--- config.mk ---
export PLATFORM = sky130hd
export DESIGN_NAME = fpga_keypad_reader_flat
export DESIGN_NICKNAME = d
export VERILOG_FILES = /design/src/rtl/fpga_keypad_reader_if.sv /design/src/rtl/fpga_keypad_reader.sv /design/src/flat_wrapper.sv
export SDC_FILE = /design/constraint.sdc
export NUM_CORES = 1
export LEC_CHECK = 0
export CAP_MARGIN = 30
export CORE_UTILIZATION = 60
export CTS_BUF_LIST = sky130_fd_sc_hd__clkbuf_4 sky130_fd_sc_hd__clkbuf_8
export CTS_CLUSTER_SIZE = 28
export DETAILED_ROUTE_END_ITERATION = 8
export PLACE_DENSITY = 0.79
export REMOVE_ABC_BUFFERS = 1
export SLEW_MARGIN = 20
export SYNTH_ARGS = -nofsm -noshare
export SYNTH_HDL_FRONTEND = slang
export SYNTH_SLANG_ARGS = --single-unit
export TNS_END_PERCENT = 5
--- constraint.sdc ---
create_clock -name clk -period 5 [get_ports clk]
set_input_delay 1 -clock clk [delete_from_list [all_inputs] [get_ports clk]]
set_output_delay 1 -clock clk [all_outputs]
set_load 0.01 [all_outputs]
--- src/rtl/fpga_keypad_reader_if.sv ---
// CPU-side register bus of the pushbutton reader: page select, access
// direction, address, write data, read data and the FIFO interrupt.
interface fpga_keypad_reader_if;
    logic       cs;
    logic       read_en;
    logic [7:0] addr;
    logic [7:0] din;
    logic [7:0] dout;
    logic       irq;

    modport master (
        output cs,
        output read_en,
        output addr,
        output din,
        input  dout,
        input  irq
    );

    modport slave (
        input  cs,
        input  read_en,
        input  addr,
        input  din,
        output dout,
        output irq
    );
endinterface

--- src/rtl/fpga_keypad_reader.sv ---
// Pushbutton input peripheral: synchronizes and debounces the raw buttons,
// turns press edges into key codes queued in a small FIFO, and exposes the
// queue, status and live button levels as memory-mapped registers.
module fpga_keypad_reader #(
    parameter int NUM_KEYS    = 21,
    parameter int DEB_CYCLES  = 16,
    parameter int FIFO_DEPTH  = 8,
    parameter int STATUS_ADDR = 11,
    parameter int KEY_ADDR    = 12
) (
    input  logic                clk,
    input  logic                rst,
    input  logic [NUM_KEYS-1:0] pb,
    fpga_keypad_reader_if.slave bus
);

    // Counter holds 0..DEB_CYCLES-1; reaching DEB_CYCLES is the accept event.
    localparam int DEB_W = (DEB_CYCLES < 2) ? 1 : $clog2(DEB_CYCLES);
    localparam int PTR_W = $clog2(FIFO_DEPTH);

    localparam logic [7:0] LIVE0_ADDR = 8'd13;
    localparam logic [7:0] LIVE1_ADDR = 8'd14;
    localparam logic [7:0] LIVE2_ADDR = 8'd15;

    logic [NUM_KEYS-1:0] sync_p0;
    logic [NUM_KEYS-1:0] sync_p1;
    logic [NUM_KEYS-1:0] stable;
    logic [NUM_KEYS-1:0] stable_d;
    logic [NUM_KEYS-1:0] pending;
    logic [NUM_KEYS-1:0] press;
    logic [NUM_KEYS-1:0] clr;
    logic [DEB_W-1:0]    cnt [NUM_KEYS];

    logic [4:0]          fifo_mem [FIFO_DEPTH];
    logic [PTR_W-1:0]    wr_ptr;
    logic [PTR_W-1:0]    rd_ptr;
    logic [3:0]          count;
    logic [3:0]          count_next;
    logic                overflow;
    logic                irq_q;

    logic                acc_rd;
    logic                acc_wr;
    logic                pop;
    logic                push;
    logic                flush;
    logic                ovf_clr;
    logic                ovf_set;
    logic                full;
    logic [4:0]          enq_code;
    logic [31:0]         stable_ext;
    logic [7:0]          rdata;
    logic                unused_bits;

    // Two-flop synchronizer on every raw button input.
    always_ff @(posedge clk) begin
        if (rst) begin
            sync_p0 <= '0;
            sync_p1 <= '0;
        end else begin
            sync_p0 <= pb;
            sync_p1 <= sync_p0;
        end
    end

    // Per-key debounce: accept a new level only after DEB_CYCLES consecutive disagreeing samples.
    always_ff @(posedge clk) begin
        if (rst) begin
            stable   <= '0;
            stable_d <= '0;
            for (int i = 0; i < NUM_KEYS; i++) begin
                cnt[i] <= '0;
            end
        end else begin
            stable_d <= stable;
            for (int i = 0; i < NUM_KEYS; i++) begin
                if (sync_p1[i] == stable[i]) begin
                    cnt[i] <= '0;
                end else if (cnt[i] == DEB_W'(DEB_CYCLES - 1)) begin
                    stable[i] <= sync_p1[i];
                    cnt[i]    <= '0;
                end else begin
                    cnt[i] <= cnt[i] + DEB_W'(1);
                end
            end
        end
    end

    assign press = stable & ~stable_d;

    // Access decode, lowest-index pending selection and FIFO bookkeeping.
    always_comb begin
        acc_rd   = bus.cs & bus.read_en;
        acc_wr   = bus.cs & ~bus.read_en;
        full     = (count == 4'(FIFO_DEPTH));
        pop      = acc_rd && (bus.addr == 8'(KEY_ADDR)) && (count != 4'd0);
        flush    = acc_wr && (bus.addr == 8'(STATUS_ADDR)) && bus.din[0];
        ovf_clr  = acc_wr && (bus.addr == 8'(STATUS_ADDR)) && bus.din[1];
        enq_code = 5'd0;
        for (int i = NUM_KEYS - 1; i >= 0; i--) begin
            if (pending[i]) begin
                enq_code = 5'(i);
            end
        end
        // A pop in the same cycle frees the slot, so a full FIFO can still accept.
        push     = (pending != '0) && (!full || pop) && !flush;
        clr      = push ? (NUM_KEYS'(1) << enq_code) : '0;
        ovf_set  = ((press & pending) != '0) && !flush;
        if (flush) begin
            count_next = 4'd0;
        end else begin
            count_next = count + {3'd0, push} - {3'd0, pop};
        end
    end

    // Pending mask, FIFO pointers, occupancy, overflow flag and interrupt.
    always_ff @(posedge clk) begin
        if (rst) begin
            pending  <= '0;
            wr_ptr   <= '0;
            rd_ptr   <= '0;
            count    <= '0;
            overflow <= 1'b0;
            irq_q    <= 1'b0;
        end else begin
            if (flush) begin
                pending <= '0;
                wr_ptr  <= '0;
                rd_ptr  <= '0;
            end else begin
                pending <= (pending & ~clr) | press;
                if (push) begin
                    wr_ptr <= wr_ptr + PTR_W'(1);
                end
                if (pop) begin
                    rd_ptr <= rd_ptr + PTR_W'(1);
                end
            end
            count <= count_next;
            if (ovf_set) begin
                overflow <= 1'b1;
            end else if (ovf_clr) begin
                overflow <= 1'b0;
            end
            irq_q <= (count_next != 4'd0);
        end
    end

    // Key-code storage; contents are only meaningful between the pointers.
    always_ff @(posedge clk) begin
        if (push) begin
            fifo_mem[wr_ptr] <= enq_code;
        end
    end

    assign stable_ext = 32'(stable);

    // Register read mux; zero outside the page, on writes and on unmapped addresses.
    always_comb begin
        rdata = 8'h00;
        if (acc_rd) begin
            if (bus.addr == 8'(STATUS_ADDR)) begin
                rdata = {count, (pending != '0), full, overflow, (count != 4'd0)};
            end else if (bus.addr == 8'(KEY_ADDR)) begin
                rdata = (count != 4'd0) ? {3'd0, fifo_mem[rd_ptr]} : 8'hFF;
            end else if (bus.addr == LIVE0_ADDR) begin
                rdata = stable_ext[7:0];
            end else if (bus.addr == LIVE1_ADDR) begin
                rdata = stable_ext[15:8];
            end else if (bus.addr == LIVE2_ADDR) begin
                rdata = stable_ext[23:16];
            end
        end
    end

    assign bus.dout    = rdata;
    assign bus.irq     = irq_q;
    assign unused_bits = ^{bus.din[7:2], stable_ext[31:24]};

endmodule

--- src/flat_wrapper.sv ---
// flat-port wrapper written by rule: the top's interface ports become plain ports
module fpga_keypad_reader_flat 
#(
    parameter int NUM_KEYS    = 21,
    parameter int DEB_CYCLES  = 16,
    parameter int FIFO_DEPTH  = 8,
    parameter int STATUS_ADDR = 11,
    parameter int KEY_ADDR    = 12
)
  (clk, rst, pb, bus_cs, bus_read_en, bus_addr, bus_din, bus_dout, bus_irq);
  fpga_keypad_reader_if bus_i ();
  input  logic clk;
  input  logic rst;
  input  logic [NUM_KEYS-1:0] pb;
  input wire logic [$bits(bus_i.cs)-1:0] bus_cs;
  input wire logic [$bits(bus_i.read_en)-1:0] bus_read_en;
  input wire logic [$bits(bus_i.addr)-1:0] bus_addr;
  input wire logic [$bits(bus_i.din)-1:0] bus_din;
  output wire logic [$bits(bus_i.dout)-1:0] bus_dout;
  output wire logic [$bits(bus_i.irq)-1:0] bus_irq;
  assign bus_i.cs = bus_cs;
  assign bus_i.read_en = bus_read_en;
  assign bus_i.addr = bus_addr;
  assign bus_i.din = bus_din;
  assign bus_dout = bus_i.dout;
  assign bus_irq = bus_i.irq;
  fpga_keypad_reader #(.NUM_KEYS(NUM_KEYS), .DEB_CYCLES(DEB_CYCLES), .FIFO_DEPTH(FIFO_DEPTH), .STATUS_ADDR(STATUS_ADDR), .KEY_ADDR(KEY_ADDR)) u_core (.clk(clk), .rst(rst), .pb(pb), .bus(bus_i));
endmodule
* Yosys cells after proc, flatten, opt, wreduce, memory -nomap -nowiden
Memories as Yosys holds them, arrays and structs flattened. A register that Yosys moved wholly into a read port is not among the register bits.
Cells that the tools add are included.
** Storage, ports and cells
- Latch bits :: 0
- Input bits :: 41
- Register bits after elaboration :: 117
- Memories :: 2
- Memory bits (read-only) :: 0
- Word-level logic and storage cells :: 569
- Bits in writable memories :: 124
** Operators by class
- Bitwise gates (word level) :: 93
- Div/mod/pow operators :: 0
- Shifts and indexed selects :: 1
- Reduce and logical (&&, ||, !) cells :: 38
- $lt $le $gt $ge :: 0
- Add/subtract/negate cells :: 25
- Equality and inequality tests :: 48
- Multiply operators :: 0
- Mux-type cells :: 332
** Memory list
- u_core.cnt :: words 21, bits a word 4, read ports 21, clocked after Yosys merged registers in 0, write ports 21, RTL line fpga_keypad_reader.sv:32 : logic [DEB_W-1:0] cnt [NUM_KEYS];
- u_core.fifo_mem :: words 8, bits a word 5, read ports 1, clocked after Yosys merged registers in 1, write ports 1, RTL line fpga_keypad_reader.sv:34 : logic [4:0] fifo_mem [FIFO_DEPTH];
** Operators by type and width (number)
- 2-to-1 mux 4 bit :: 64
- 2-to-1 mux 1 bit :: 237
- 2-to-1 mux 5 bit :: 22
- == test 4 bit (second input constant) :: 22
- adder 4 x 1 -> 4 bit (second input constant) :: 21
- AND 21 bit :: 3
- OR 1 bit :: 63
- 2-to-1 mux 8 bit :: 6
- NOT 21 bit :: 2
- AND reduction 2 bit :: 21
- nonzero test 21 bit :: 2
- == test 8 x 4 -> 1 bit (second input constant) :: 5
- NOT 1 bit :: 22
- == test 1 bit :: 21
- 2-to-1 mux 21 bit :: 1
- OR 21 bit :: 1
- left shift 1 x 5 -> 21 bit (first input constant) :: 1
- logical AND 1 bit :: 8
- nonzero test 4 bit :: 2
- adder 3 x 1 -> 3 bit (second input constant) :: 2
- 2-to-1 mux 3 bit :: 2
- adder 4 x 1 -> 4 bit :: 1
- subtractor 4 x 1 -> 4 bit :: 1
- AND 1 bit :: 2
- 4 further kinds :: 5

* Logic depth before layout (Yosys ltp)
- Depth after elaboration :: 26
- Mapped depth :: 12

* Worst setup path before layout
No wires, ideal clock.
- Path kind :: input-to-output
- Start point :: input port bus_addr[5]
- End point :: output port bus_dout[5]
- Path buffers :: 1
- Data arrival time :: 2294 ps
- Stages on the path :: 5
- Setup slack :: 1706 ps
- Path through :: or4b_4 -> nor4_4 -> buf_2 -> a22oi_1 -> nor2_1
** Between the ends
- Cells in the longest elaborated chain, start to end :: 6
- Elaborated cells between the ends (all ways) :: 9
** Ends and longest elaborated chain
- start, declared :: RTL line flat_wrapper.sv:17 : input wire logic [$bits(bus_i.addr)-1:0] bus_addr;
- == test 8 x 4 -> 1 bit :: RTL line fpga_keypad_reader.sv:168 : end else if (bus.addr == LIVE1_ADDR) begin
- 2-to-1 mux 8 bit :: RTL line fpga_keypad_reader.sv:168
- 2-to-1 mux 8 bit :: RTL line fpga_keypad_reader.sv:166 : end else if (bus.addr == LIVE0_ADDR) begin
- 2-to-1 mux 8 bit :: RTL line fpga_keypad_reader.sv:164 : end else if (bus.addr == 8'(KEY_ADDR)) begin
- 2-to-1 mux 8 bit (*) :: RTL line fpga_keypad_reader.sv:162 : if (bus.addr == 8'(STATUS_ADDR)) begin
- 2-to-1 mux 8 bit (*) :: RTL line fpga_keypad_reader.sv:161 : if (acc_rd) begin
- end, declared :: RTL line flat_wrapper.sv:19 : output wire logic [$bits(bus_i.dout)-1:0] bus_dout;
Mark *: on every way between the ends. The rest lies on a longest branch, timed or not.

* Worst setup path in the final report
- Start point :: input port bus_addr[0]
- End point :: output port bus_dout[3]
** Between the ends
- Cells in the longest elaborated chain, start to end :: 7
- Elaborated cells between the ends (all ways) :: 11
** Ends and longest elaborated chain
- == test 8 x 4 -> 1 bit :: RTL line fpga_keypad_reader.sv:170 : end else if (bus.addr == LIVE2_ADDR) begin
- 2-to-1 mux 5 bit :: RTL line fpga_keypad_reader.sv:170
- 2-to-1 mux 8 bit :: RTL line fpga_keypad_reader.sv:168
- 2-to-1 mux 8 bit :: RTL line fpga_keypad_reader.sv:166
- 2-to-1 mux 8 bit :: RTL line fpga_keypad_reader.sv:164
- 2-to-1 mux 8 bit (*) :: RTL line fpga_keypad_reader.sv:162
- 2-to-1 mux 8 bit (*) :: RTL line fpga_keypad_reader.sv:161
Marked as above.

==> qor.csv <==
metric,value,unit
Total Routed Length,19500,um
Final Max Slew Viols,0,
Post-synth EDFFs,124,
first-pass GRT wire length,32500,um
Hold Path Origin,u_core.sync_p0[11],
setup fix buffers added after clock tree synthesis,0,
hpwl dp,13700,um
top-count cell post-synth,nor2_1,
share of post-route cells with drive strength above 1,9.58,%
"Avg Cell Area, Syn",11.3,um2
global route overflow,0,
post_cts resized,0,
vias in the first global route,6866,
die area,17900,um2
RSZ-0062 raised after global routing,false,
Fin Clk Skew,0.0218,ns
initial antenna violation count,0,
Total GRT Usage,22.9,%
Yosys top cell by area,edfxtp_1,
Tightest Pin Transition,0.801,ns
Max Cap Viol,0,
GPL Wtd Cong,0.951,
total CTS buffers,40,
Setup-failing EPs final,0,
Max Fanout on Critical Path,8,
drt first pass iters,5,
clock latency at the later pin of the worst-skew pair,0.53,ns
pwr/cell area,338,nW/um2
LEAKAGE,0.00480,uW
die height,134,um
design area,12300,um2
residual DRC count,0,
Max Fclk,0.234,GHz
Clock Tree Root,clkbuf_8,
Post-synth top cells,"nor2_1, edfxtp_1, dfxtp_1",
fill count,1184,
Hold Buf Count CTS,0,
"Reg clk slew, reported paths",0.06,ns
number of port buffers,43,
DR WL/cell,14.7,um
core area,16800,um2
Placement Cell Area,11400,um2
reg2reg setup slack,2.06,ns
ys flop type,edfxtp_1,
worst min path class,flop to flop,
ant diodes,0,
routed via count,6935,
initial core utilization,62.3,%
FF-to-FF path depth,9,
share of the synthesized area in the top cell type,35.7,%
Vias/cell,5.23,
Netlist cell types,60,
Worst Hold Slack,0.434,ns
Longest Clk Path Bufs,3,
worst r2r src,u_core.pending[4],
Max rail drop VDD,0.236,mV
Final Cycle Share,85.5,%
"Seq/Total Area, Yosys",58.7,%
slew margin rel.,46.2,%
Clock Sinks,244,
row count,47,
Area contributors post-synth,"edfxtp_1, dfxtp_1, nor2_1",
Mapped Area,10400,um2
worst setup path class,primary input to output port,
Final #Nets,1145,
Setup TNS Final,0,ns
Area Growth Syn to Fin,17.8,%
antenna-violating nets left,0,
Worst EP required,4.00,ns
startpoint types,primary input,
Worst Hold Path EP,u_core.sync_p1[11],
Ys Warns,0,
Hold Fails Final Rpt,0,
Critical Path End Type,output port,
Synth Register Bits,244,
Reg2Reg Capture Point,u_core.bus.irq,
"Async S/R FF share, synth",0,%
H-Tree Depth,2,
pin count of the biggest net entering global routing,74,
outcome,"complete, no violations",
CP arrival,3.27,ns
Initial DRC Count,375,
CTS tree,done,
Die X,134,um
hold depth,1,
Mapped Cells,921,
Final min period,4.27,ns
I/O Pins,50,
## registers in the layout (all words and copies together) (netlist names), named ones only
name	flops
u_core.bus.irq	1
u_core.cnt	84
u_core.count	4
u_core.fifo_mem	40
u_core.overflow	1
u_core.pending	21
u_core.rd_ptr	3
u_core.stable	21
u_core.stable_d	21
u_core.sync_p0	21
u_core.sync_p1	21
u_core.wr_ptr	3
## worst max path at each step
stage	start	to	cells past startpoint
after floorplan	bus_addr[5]	u_core.bus.irq	9
after global placement	bus_addr[2]	bus_dout[1]	8
after detailed placement	bus_addr[0]	bus_dout[2]	8
after CTS	bus_addr[2]	bus_dout[3]	8
after global routing	bus_addr[2]	bus_dout[1]	8
final	bus_addr[0]	bus_dout[3]	8
## cells by family after synthesis
family          after synthesis  synth area share, %
buf+inv                      66                 2.42
flops                       244                 58.7
fa+ha+maj                    30                 3.67
xor+xnor                     69                 5.79
compound gates               97                 6.10
simple gates                372                 18.1
other cells                   1               0.0359
mux                          42                 5.23
## layout by cell type, fill, tap and decap left out, drive strengths merged, types with 27 or more instances in the layout
cell type	instances
nand3	30
nor2	152
a21oi	35
conb	84
clkdlybuf4s50	42
nand2	27
ha	29
clkbuf	70
nor2b	76
inv	43
xnor2	43
mux2i	32
dfxtp	120
edfxtp	124
## metrics by stage
stage,power [uW],worst slack [ns],utilization (%),instances
6_report,4160,0.727,73.4,1326
5_1_grt,4320,0.535,73.4,1326
2_1_floorplan,2310,1.46,-,981
3_5_place_dp,2390,0.769,68.1,1251
4_1_cts,4200,0.765,73.3,1325
3_3_place_gp,2380,0.767,68.1,1251
## power breakdown
group	leakage [uW]	internal (uW)	switching, uW
clock network	0.000462	1060	751
registers	0.00221	2150	31.1
logic	0.00212	78.0	89.7
## routing by layer
metal / GRT usage (%) / vias to the layer above / part of all wire (%)
met5: 0 / - / 0
met4: 6.57 / 0 / 1.9
met3: 4.65 / 35 / 4.9
met2: 39.4 / 163 / 49
met1: 29.1 / 3292 / 44
li1: - / 3445 / -
## final cells by class
cell class              count  area [um2]  area share [%]
flip-flops and latches    244        6130            49.8
multi-input cells         694        4370            35.6
clock buffers              69         843            6.86
repair buffers             51         488            3.97
well taps                 220         275            2.24
inverters                  43         161            1.31
clock inverters             5        28.8           0.234
## critical path, stage by stage
cell and delay (ns):
clkdlybuf4s50_1 0.81, buf_4 0.25, nor2_1 0.04, and3_1 0.26, a21oi_1 0.18, a21oi_1 0.06, nor2_1 0.11, clkdlybuf4s50_1 0.55
(Power assumes the default switching activity.)
